===== config.mk =====
export PLATFORM = sky130hd
export DESIGN_NAME = bus_owner_sequencer
export DESIGN_NICKNAME = d
export VERILOG_FILES = /design/src/rtl/bus_owner_sequencer.sv
export SDC_FILE = /design/constraint.sdc
export NUM_CORES = 1
export LEC_CHECK = 0
export ABC_AREA = 1
export BUFFER_PORTS_ARGS = -buffer_cell sky130_fd_sc_hd__buf_4
export CAP_MARGIN = 5
export CORE_ASPECT_RATIO = 1.1
export CORE_MARGIN = 3
export CORE_UTILIZATION = 50
export DETAILED_ROUTE_END_ITERATION = 8
export GPL_TIMING_DRIVEN = 0
export PLACE_DENSITY = 0.69
export SETUP_SLACK_MARGIN = 0.2
export SYNTH_ARGS = -nofsm -noshare
export SYNTH_HDL_FRONTEND = slang
export SYNTH_SLANG_ARGS = --single-unit

===== constraint.sdc =====
create_clock -name clk -period 2 [get_ports clk]
set_input_delay 0.4 -clock clk [delete_from_list [all_inputs] [get_ports clk]]
set_output_delay 0.4 -clock clk [all_outputs]
set_load 0.02 [all_outputs]

===== src/rtl/bus_owner_sequencer.sv =====
// Hands the CPU main bus between the microcoded pipeline and one external master.
// Optional break/halt support is compiled in with `define BREAK_HALT_EN.
module bus_owner_sequencer #(
  parameter int DRAIN_CYCLES = 2,
  parameter int MAX_HOLD     = 16,
  parameter int CPU_GAP      = 4
) (
  input  logic       clk,
  input  logic       rst_n,
  input  logic       cpu_bus_request,
  input  logic       break_in,
  input  logic       resume,
  input  logic       ext_req,
  output logic       ext_grant,
  output logic       fetch_suppress,
  output logic       halted,
  output logic [2:0] state_out
);

  typedef enum logic [2:0] {
    RUN   = 3'd0,
    DRAIN = 3'd1,
    EXT   = 3'd2,
    TURN  = 3'd3,
    GAP   = 3'd4,
    HALT  = 3'd5
  } state_t;

  state_t     state_q, state_d;
  logic [7:0] cnt_q, cnt_d;
  logic [7:0] hold_q, hold_d;
  logic       expiry_q, expiry_d;
  logic       halt_ret_q, halt_ret_d;
  logic       ext_grant_q, fetch_suppress_q, halted_q;
  logic       brk_w, resume_w;

`ifdef BREAK_HALT_EN
  assign brk_w    = break_in;
  assign resume_w = resume;
`else
  logic unused_break_w;
  assign unused_break_w = break_in ^ resume;
  assign brk_w    = 1'b0;
  assign resume_w = 1'b0;
`endif

  always_comb begin
    state_d    = state_q;
    cnt_d      = cnt_q;
    hold_d     = hold_q;
    expiry_d   = expiry_q;
    halt_ret_d = halt_ret_q;
    case (state_q)
      RUN: begin
        if (brk_w) begin
          state_d = HALT;
        end else if (ext_req && !cpu_bus_request) begin
          state_d = DRAIN;
          cnt_d   = 8'(DRAIN_CYCLES);
        end
      end
      DRAIN: begin
        if (!ext_req) begin
          state_d = TURN;
          cnt_d   = 8'd0;
        end else if (cnt_q <= 8'd1) begin
          state_d = EXT;
          cnt_d   = 8'd0;
          hold_d  = 8'd1;
        end else begin
          cnt_d = cnt_q - 8'd1;
        end
      end
      EXT: begin
        // A voluntary release wins over a simultaneous expiry and sets no flag.
        if (!ext_req) begin
          state_d = TURN;
        end else if ((MAX_HOLD != 0) && (hold_q >= 8'(MAX_HOLD))) begin
          state_d  = TURN;
          expiry_d = 1'b1;
        end else if (hold_q != 8'hFF) begin
          hold_d = hold_q + 8'd1;
        end
      end
      TURN: begin
        expiry_d   = 1'b0;
        halt_ret_d = 1'b0;
        hold_d     = 8'd0;
        if (halt_ret_q) begin
          state_d = HALT;
        end else if (expiry_q && (CPU_GAP > 0)) begin
          state_d = GAP;
          cnt_d   = 8'(CPU_GAP);
        end else begin
          state_d = RUN;
        end
      end
      GAP: begin
        if (brk_w) begin
          state_d = HALT;
          cnt_d   = 8'd0;
        end else if (cnt_q <= 8'd1) begin
          state_d = RUN;
          cnt_d   = 8'd0;
        end else begin
          cnt_d = cnt_q - 8'd1;
        end
      end
      HALT: begin
        if (resume_w) begin
          state_d = RUN;
        end else if (ext_req) begin
          state_d    = DRAIN;
          cnt_d      = 8'(DRAIN_CYCLES);
          halt_ret_d = 1'b1;
        end
      end
      default: state_d = RUN;
    endcase
  end

  // Outputs are registered from the next state so they line up with state_out.
  always_ff @(posedge clk or negedge rst_n) begin
    if (!rst_n) begin
      state_q          <= RUN;
      cnt_q            <= 8'd0;
      hold_q           <= 8'd0;
      expiry_q         <= 1'b0;
      halt_ret_q       <= 1'b0;
      ext_grant_q      <= 1'b0;
      fetch_suppress_q <= 1'b0;
      halted_q         <= 1'b0;
    end else begin
      state_q          <= state_d;
      cnt_q            <= cnt_d;
      hold_q           <= hold_d;
      expiry_q         <= expiry_d;
      halt_ret_q       <= halt_ret_d;
      ext_grant_q      <= (state_d == EXT);
      fetch_suppress_q <= (state_d == DRAIN) || (state_d == EXT) ||
                          (state_d == TURN)  || (state_d == HALT);
      halted_q         <= (state_d == HALT);
    end
  end

  assign ext_grant      = ext_grant_q;
  assign fetch_suppress = fetch_suppress_q;
  assign halted         = halted_q;
  assign state_out      = state_q;

endmodule


==> impl_metrics.ini, run 1 <==
[pwr]
swShare = 0.487
p_leak_uw = 0.000835
ir_drop_mv = 0.871
combPwrFrac = 0.583
p_int_uw = 1170
pwr-share-seq = 0.326
power_switching_uw = 1100
pwr-share-clk = 0.091
power_density_mw_per_mm2 = 1450

[logic_synthesis]
synthesis.instances = 189
synthXorXnorAreaFrac = 0.0374
synth_top_family_by_area = simple AND/OR/NAND/NOR gates
synth_fp_nets = 199
synth_area_per_cell_sq_um = 7.43
synth-simple-area-share = 0.354
synth-seq-cells = 24
syn_area_sq_mm = 0.00141
ys_types = 25
synthAdderAreaFrac = 0.0356
synthMuxAreaShare = 0
synth-compound-area-share = 0.0579
ys_warn_count = 0
synth_seq_area_share = 0.427

[sta]
maxSlewViolCount = 0
timing.final.crit_share = 0.814
hold_violations = 0
setup_tns_ps = 0
skew_ps = 12.0
rsz0062_at_grt = no
tightestPinTransition_ps = 461
setup_viol = 0
fmax_mhz = 614
layout_min_cycle_time_ps = 1630
slew_headroom = 0.691

[routing]
drtIter0Drc = 52
drc = 0
drt-total-wl_microns = 2770
vias = 1211
postRouteAntennaNets = 0
drt-wirelength-per-cell_microns = 11.8
firstDrtPassIters = 4
vias_per_cell = 5.18

[die]
die_y_microns = 61.6
io_pins = 12
die_area_sq_mm = 0.00348
rows = 19
core_area_sq_mm = 0.00259
die_w_microns = 56.5
start_util = 0.542

[global_route]
antenna_found_initial = 0
grt_pass1_wl_microns = 5050
grt-ovfl-total = 0
grt.busiest_layer = met2
grt_use_met1 = 0.240
use_met3 = 0.0210
met2_usage = 0.310
grt_pass1_vias = 1182
grt_max_degree = 25
grtUsageTotal = 0.183

[critical_path]
end_kind = register
cp_slowest_cell = dfrtp_1
path_depth = 10
worst-path-max-fanout = 10
critPathCapture = hold_q[3]
slowest_delay_ps = 430
crit_buf_inv = 2
reg2reg_slack_ps = 370
path_delay_family = simple AND/OR/NAND/NOR gates
crit_type = reg2reg
arrival_ps = 1830
reg2reg_depth = 10
r2r_start = cnt_q[0]
required_ps = 2200
crit_path_start_kind = register
cp-startpoint = cnt_q[0]
r2r_end = hold_q[3]
path_cells = inv_2 -> ha_4 -> nor2_1 -> nor2_1 -> nand2_2 -> nand2_2 -> nand3_2 -> buf_6 -> nand2_1 -> o21ai_1

[final_layout]
num-fill-cells = 245
design_area_sq_mm = 0.00156
diodes = 0
layout_commonest_cell = nand2_1
drive_gt1_frac = 0.167
nets = 215
layout_common_cells = 51 x nand2_1, 24 x dfrtp_1, 23 x nor2_1
areaGrowthSynthToFinish_pct = 11.3

[placement]
port_buffers = 8
gp_congestion = 0.887
place_area_sq_mm = 0.00150
place_hpwl_microns = 2100

[outcome]
status = completed

[cts]
cts-root-buf = clkbuf_4
worstSkewPairLatency_ps = 310
cts_tree = yes
ctsLongestPathBuffers = 2
clock_sinks = 24
cts-buffers-inserted = 3
cts.clk_slew.worst_paths_ps = 130
h-tree-depth = 1

[flow_run]
maxCapViolations = 0

[hold_path]
hold_class = in2reg
power groups by stage:
stage	clock network [uW]	logic, uW	registers [uW]
final	206	1320	740
after global routing	233	1530	755
after CTS	212	1270	734
after detailed placement	0	1250	743
after global placement	0	1220	736
after floorplan	0	932	767
area by class of cell:
type	instances	area, sq um	share of cell area
sequential	24	601	0.384
buffer	3	23.8	0.0152
clock buffer	3	22.5	0.0144
tap	31	38.8	0.0248
inverter	26	98.8	0.0632
multi-input combinational	136	694	0.444
timing repair buffer	11	85.1	0.0544
cells by family after synthesis:
| family | Yosys count |
|---|---|
| flip-flops | 24 |
| XOR/XNOR | 6 |
| adder cells (fa/ha/maj) | 4 |
| buffers and inverters | 29 |
| AND/OR/NAND/NOR | 111 |
| AO/OA/AOI/OAI | 15 |
cells in the mapped netlist, drive strengths merged:
cell	count	area (sq um)
nor3	1	10.0
nand4	6	37.5
dfrtp	24	601
o22ai	1	6.26
nand2	54	210
o21a	1	7.51
xor2	6	52.6
o211ai	1	7.51
or2	1	6.26
ha	4	50.1
inv	25	93.8
nor2	25	104
a21oi	1	5.00
clkinv	1	5.00
o21ai	11	55.1
buf	3	23.8
nand3	24	130
metal layers:
| layer | up-vias | share of wire |
|---|---|---|
| li1 | 626 | - |
| met1 | 559 | 0.47 |
| met2 | 22 | 0.50 |
| met3 | 4 | 0.027 |
| met4 | 0 | 0.0097 |
| met5 | - | 0 |
timing repair:
action | CTS | global route
gates resized for setup | 1 | 2
pin swaps | 0 | 1
setup endpoints to repair | 2 | 10
hold buffers | 1 | 0
hold endpoints to repair | 24 | 0
setup buffers | 0 | 2
flip-flops by register name, indices dropped and copies added, names as in the netlist:
register and flops:
state_out 3, fetch_suppress 1, ext_grant 1, expiry_q 1, halt_ret_q 1, halted 1, cnt_q 8, hold_q 8
tightest hold or removal path, stage by stage:
cell and delay (ps):
buf_2 160, nand3_1 100, nand3_1 60
through the flow:
stage | power (uW) | utilization | hold WS (ps) | setup slack (ps) | cells
finish | 2270 | 0.604 | 446 | 372 | 234
global route | 2520 | 0.604 | 438 | 239 | 234
CTS | 2210 | 0.594 | 434 | 229 | 232
detailed placement | 2000 | 0.580 | 311 | 206 | 228
global placement | 1960 | 0.580 | 309 | 247 | 228
floorplan | 1700 | - | 104 | 427 | 189
worst min path at each step:
stage	startpoint	to	slack (ps)	cells after the start
floorplan	rst_n	cnt_q[0]	100	0
global placement	rst_n	cnt_q[7]	310	1
detailed placement	rst_n	cnt_q[7]	310	1
CTS	ext_req	cnt_q[3]	430	3
global route	ext_req	cnt_q[4]	440	3
finish	ext_req	cnt_q[6]	450	3
No activity file was read; power rests on OpenSTA's default activity.
==> inputs of run 2 (changes only) <==
PLACE_DENSITY = 0.71   (was 0.69)
clock period = 1.4 ns   (was 2 ns; I/O delays follow)
==> run 2 against run 1 <==
- the run now ends with negative setup slack left
- die area is the same
- final cell count grew 6.0%
- first-iteration DRC count grew 1.9%
- sequential share of layout area shrank 6.5 points
- clock power grew 150%
==> impl_metrics.ini, run 2 (synthesis gave the netlist of run 1 again) <==
[pwr]
ir_drop_mv = 1.68
pwr-share-clk = 0.114
p_int_uw = 2370
power_switching_uw = 2110
swShare = 0.471
combPwrFrac = 0.653
power_density_mw_per_mm2 = 2360
pwr-share-seq = 0.233
p_leak_uw = 0.000951

[final_layout]
areaGrowthSynthToFinish_pct = 34.8
diodes = 0
design_area_sq_mm = 0.00189
layout_common_cells = 43 x nand2_1, 21 x dfrtp_1, 19 x nand3_1
nets = 228
num-fill-cells = 200
layout_commonest_cell = nand2_1
drive_gt1_frac = 0.359

[cts]
worstSkewPairLatency_ps = 320
clock_sinks = 24
cts.clk_slew.worst_paths_ps = 140
cts-buffers-inserted = 3
h-tree-depth = 1
cts_tree = yes
ctsLongestPathBuffers = 2
cts-root-buf = clkbuf_4

[hold_path]
hold_class = in2reg
hold_path.startpoint = ext_req

[sta]
skew_ps = 2.57
fmax_mhz = 668
tightestPinTransition_ps = 403
layout_min_cycle_time_ps = 1500
slew_headroom = 0.730
setup_viol = 19
timing.final.crit_share = 1.07
hold_ws_ps = 304
setup_ws_ps = -97.0
maxSlewViolCount = 0
hold_violations = 0
rsz0062_at_grt = yes

[critical_path]
crit_buf_inv = 2
arrival_ps = 1720
cp_common_cell = nand2_2
cp-startpoint = cnt_q[0]
crit_type = reg2reg
crit_path_start_kind = register
path_delay_family = simple AND/OR/NAND/NOR gates
reg2reg_slack_ps = -100
r2r_start = cnt_q[0]
required_ps = 1630
end_kind = register
worst-path-max-fanout = 5
path_cells = inv_2 -> ha_4 -> nor2_2 -> nor2_1 -> nand2_2 -> nand2_4 -> nand3_4 -> buf_6 -> nand2_2 -> o21ai_1
slowest_delay_ps = 430
cp_slowest_cell = dfrtp_1

[routing]
vias_per_cell = 5.36
vias = 1329
drt-wirelength-per-cell_microns = 13.6
drtIter0Drc = 53
drt-total-wl_microns = 3370
postRouteAntennaNets = 0
drc = 0
firstDrtPassIters = 4

[die]
rows = 19
die_w_microns = 56.5
die_y_microns = 61.6
core_area_sq_mm = 0.00259
die_area_sq_mm = 0.00348
start_util = 0.542
io_pins = 12

[global_route]
grt_max_degree = 25
grt_pass1_vias = 1310
grt_pass1_wl_microns = 5780
grt-ovfl-total = 0
grtUsageTotal = 0.211
antenna_found_initial = 0

[outcome]
status = finished with violations
violations = negative setup slack

[placement]
gp_congestion = 0.926
port_buffers = 8
place_area_sq_mm = 0.00155
place_hpwl_microns = 2110

[flow_run]
maxCapViolations = 0
-- run 2: power by group through the flow --
| stage | sequential [uW] | combinational [uW] | clock, uW |
|---|---|---|---|
| 3_3_place_gp | 1070 | 1820 | 0 |
| 2_1_floorplan | 1120 | 1400 | 0 |
| 5_1_grt | 1070 | 3220 | 544 |
| 3_5_place_dp | 1080 | 1870 | 0 |
| 6_report | 1040 | 2920 | 509 |
| 4_1_cts | 1030 | 2540 | 516 |
-- run 2: layer usage --
metal,track usage,routed length [microns],up-vias
met4,0.0881,31,0
li1,-,-,660
met2,0.394,1830,27
met1,0.250,1420,638
met5,0,0,-
met3,0.0210,91,4
-- run 2: timing repair --
action / CTS / global route
hold buffers: 1 / 0
gates resized for setup: 29 / 20
setup buffers: 8 / 6
setup endpoints to repair: 24 / 25
pin swaps: 11 / 9
gates cloned: 1 / 0
hold endpoints to repair: 24 / 0
-- run 2: cell type report --
class                   instances  area [sq um]  share of cell area
clock buffers                   3          22.5              0.0119
inverters                      26           114              0.0601
repair buffers                 24           220               0.116
plain buffers                   3          27.5              0.0145
well taps                      31          38.8              0.0205
flip-flops and latches         24           604               0.319
multi-input cells             136           837               0.442
clock inverters                 1          30.0              0.0159
-- run 2: worst min-delay path, cell delays in order --
cell and delay, ps:
buf_2 160, nand3_1 100, nand3_1 60
-- run 2: metrics by stage --
step / utilization / instances / setup TNS, ps / setup WS [ps] / power, uW
floorplan: - / 189 / -166 / -36.8 / 2520
CTS: 0.687 / 242 / -381 / -41.8 / 4090
global placement: 0.597 / 228 / -1330 / -177 / 2890
global route: 0.731 / 248 / -3140 / -222 / 4830
detailed placement: 0.597 / 228 / -1800 / -243 / 2950
finish: 0.731 / 248 / -1220 / -97.0 / 4470
-- run 2: path summary, 6_finish.rpt --
path,end,cells after the start
max,hold_q[3],10
min,cnt_q[3],3
max reg2reg,hold_q[3],10
min reg2reg,hold_q[7],2
max in group asynchronous,state_out[0],2
min in group asynchronous,cnt_q[0],2
==> inputs of run 3 (changes only) <==
GPL_ROUTABILITY_DRIVEN = 0   (was default)
SKIP_CTS_REPAIR_TIMING = 1   (was default)
==> run 3 against run 2 <==
- the run still ends with negative setup slack left
- count of clock-buffer cells in the layout is the same
- setup slack lost 36 ps
- design area decreased by 0.26%
- fmax fell by 2.4%
- via count decreased by 2.1%
- total power hardly changed
- critical endpoint unchanged
- highest routed layer unchanged
==> impl_metrics.ini, run 3 (synthesis gave the netlist of run 1 again) <==
[pwr]
finalPower_uw = 4470
p_leak_uw = 0.000951
power_density_mw_per_mm2 = 2370
ir_drop_mv = 1.63

[hold_path]
hold_path.startpoint = ext_req
hold_path_end = cnt_q[6]
hold_class = in2reg
holdPathStages = 3

[placement]
place_area_sq_mm = 0.00155
port_buffers = 8
place_hpwl_microns = 2110

[final_layout]
design_area_sq_mm = 0.00189
layout_commonest_cell = nand2_1
nets = 229
areaGrowthSynthToFinish_pct = 34.5
layout_common_cells = 44 x nand2_1, 21 x dfrtp_1, 20 x nand3_1
diodes = 0
drive_gt1_frac = 0.367

[critical_path]
reg2reg_depth = 10
worst-path-max-fanout = 6
path_delay_family = simple AND/OR/NAND/NOR gates
arrival_ps = 1760
end_kind = register
r2r_end = hold_q[3]
crit_type = reg2reg
required_ps = 1630
slowest_delay_ps = 440
path_cells = inv_2 -> ha_4 -> nor2_4 -> nor2_4 -> nand2_4 -> nand2_4 -> nand3_4 -> buf_8 -> nand2_2 -> o21ai_1
crit_buf_inv = 2
reg2reg_slack_ps = -130
cp_slowest_cell = dfrtp_1
r2r_start = cnt_q[0]
crit_path_start_kind = register

[routing]
drt-wirelength-per-cell_microns = 13.1
firstDrtPassIters = 4
drt-total-wl_microns = 3270
drtIter0Drc = 61
postRouteAntennaNets = 0
vias_per_cell = 5.22
drc = 0
vias = 1301

[die]
start_util = 0.542
die_y_microns = 61.6
die_area_sq_mm = 0.00348
core_area_sq_mm = 0.00259
die_w_microns = 56.5
rows = 19
io_pins = 12

[cts]
cts-root-buf = clkbuf_4
ctsLongestPathBuffers = 2
cts.clk_slew.worst_paths_ps = 140
worstSkewPairLatency_ps = 320
cts_tree = yes
h-tree-depth = 1
cts-buffers-inserted = 3
clock_sinks = 24

[sta]
timing.final.crit_share = 1.10
slew_headroom = 0.768
rsz0062_at_grt = yes
maxSlewViolCount = 0
setup_viol = 19
skew_ps = 4.73
setup_ws_ps = -133
fmax_mhz = 652
layout_min_cycle_time_ps = 1530
hold_violations = 0
tightestPinTransition_ps = 347

[global_route]
grt_max_degree = 25
grt_pass1_vias = 1166
antenna_found_initial = 0
grt-ovfl-total = 0
grt_pass1_wl_microns = 5100
grtUsageTotal = 0.184

[outcome]
violations = negative setup slack
status = finished with violations

[flow_run]
maxCapViolations = 0
-- run 3: cell types whose count changed in the layout (fill, tap and decap cells not counted), moves of 2 or more --
cell,previous run,this run
buf_4,13,16
buf_6,12,8
nor2_1,18,16
nor2_2,1,5
nor2_4,6,4
o21ai_1,4,2
-- run 3: worst max path at each step --
stage / slack [ps] / to / start / cells after the start
finish: -130 / hold_q[3] / cnt_q[0] / 10
floorplan: -40 / hold_q[4] / cnt_q[0] / 10
global route: -210 / hold_q[2] / cnt_q[0] / 9
global placement: -180 / hold_q[4] / cnt_q[0] / 10
detailed placement: -240 / hold_q[2] / cnt_q[0] / 9
CTS: -280 / hold_q[2] / cnt_q[0] / 9
-- run 3: area by class of cell --
type / count / area (sq um)
Timing Repair Buffer: 25 / 234
Multi-Input combinational cell: 136 / 825
Clock buffer: 3 / 22.5
Clock inverter: 1 / 30.0
Sequential cell: 24 / 604
Tap cell: 31 / 38.8
Buffer: 3 / 31.3
Inverter: 26 / 104
Fill cell: 188 / 702
-- run 3: power by group --
part | switching [uW] | internal (uW)
logic | 1630 | 1260
clock network | 217 | 289
registers | 191 | 884
-- run 3: per-layer routing --
layer  share of wire  global-route usage  wire (microns)
met3           0.032              0.0231             104
met4          0.0083              0.0712              27
met5               0                   0               0
met1            0.43               0.232            1390
met2            0.53               0.327            1740
-- run 3: worst register-to-register path: cells and delay by family, from the launching register on --
family | cells | cell delay [ps]
AOI/OAI and AO/OA | 1 | 50
adders and majority gates | 1 | 170
buffers and inverters | 2 | 300
DFF | 1 | 440
and+or+nand+nor | 6 | 490
-- run 3: metrics by stage --
step | setup slack, ps | util | hold WS (ps) | instances | TNS, ps
floorplan | -36.8 | - | -15.6 | 189 | -166
global placement | -177 | 0.597 | 190 | 228 | -1330
detailed placement | -243 | 0.597 | 197 | 228 | -1800
CTS | -276 | 0.618 | -160 | 232 | -2210
global route | -211 | 0.729 | 319 | 249 | -3050
finish | -133 | 0.729 | 309 | 249 | -1580
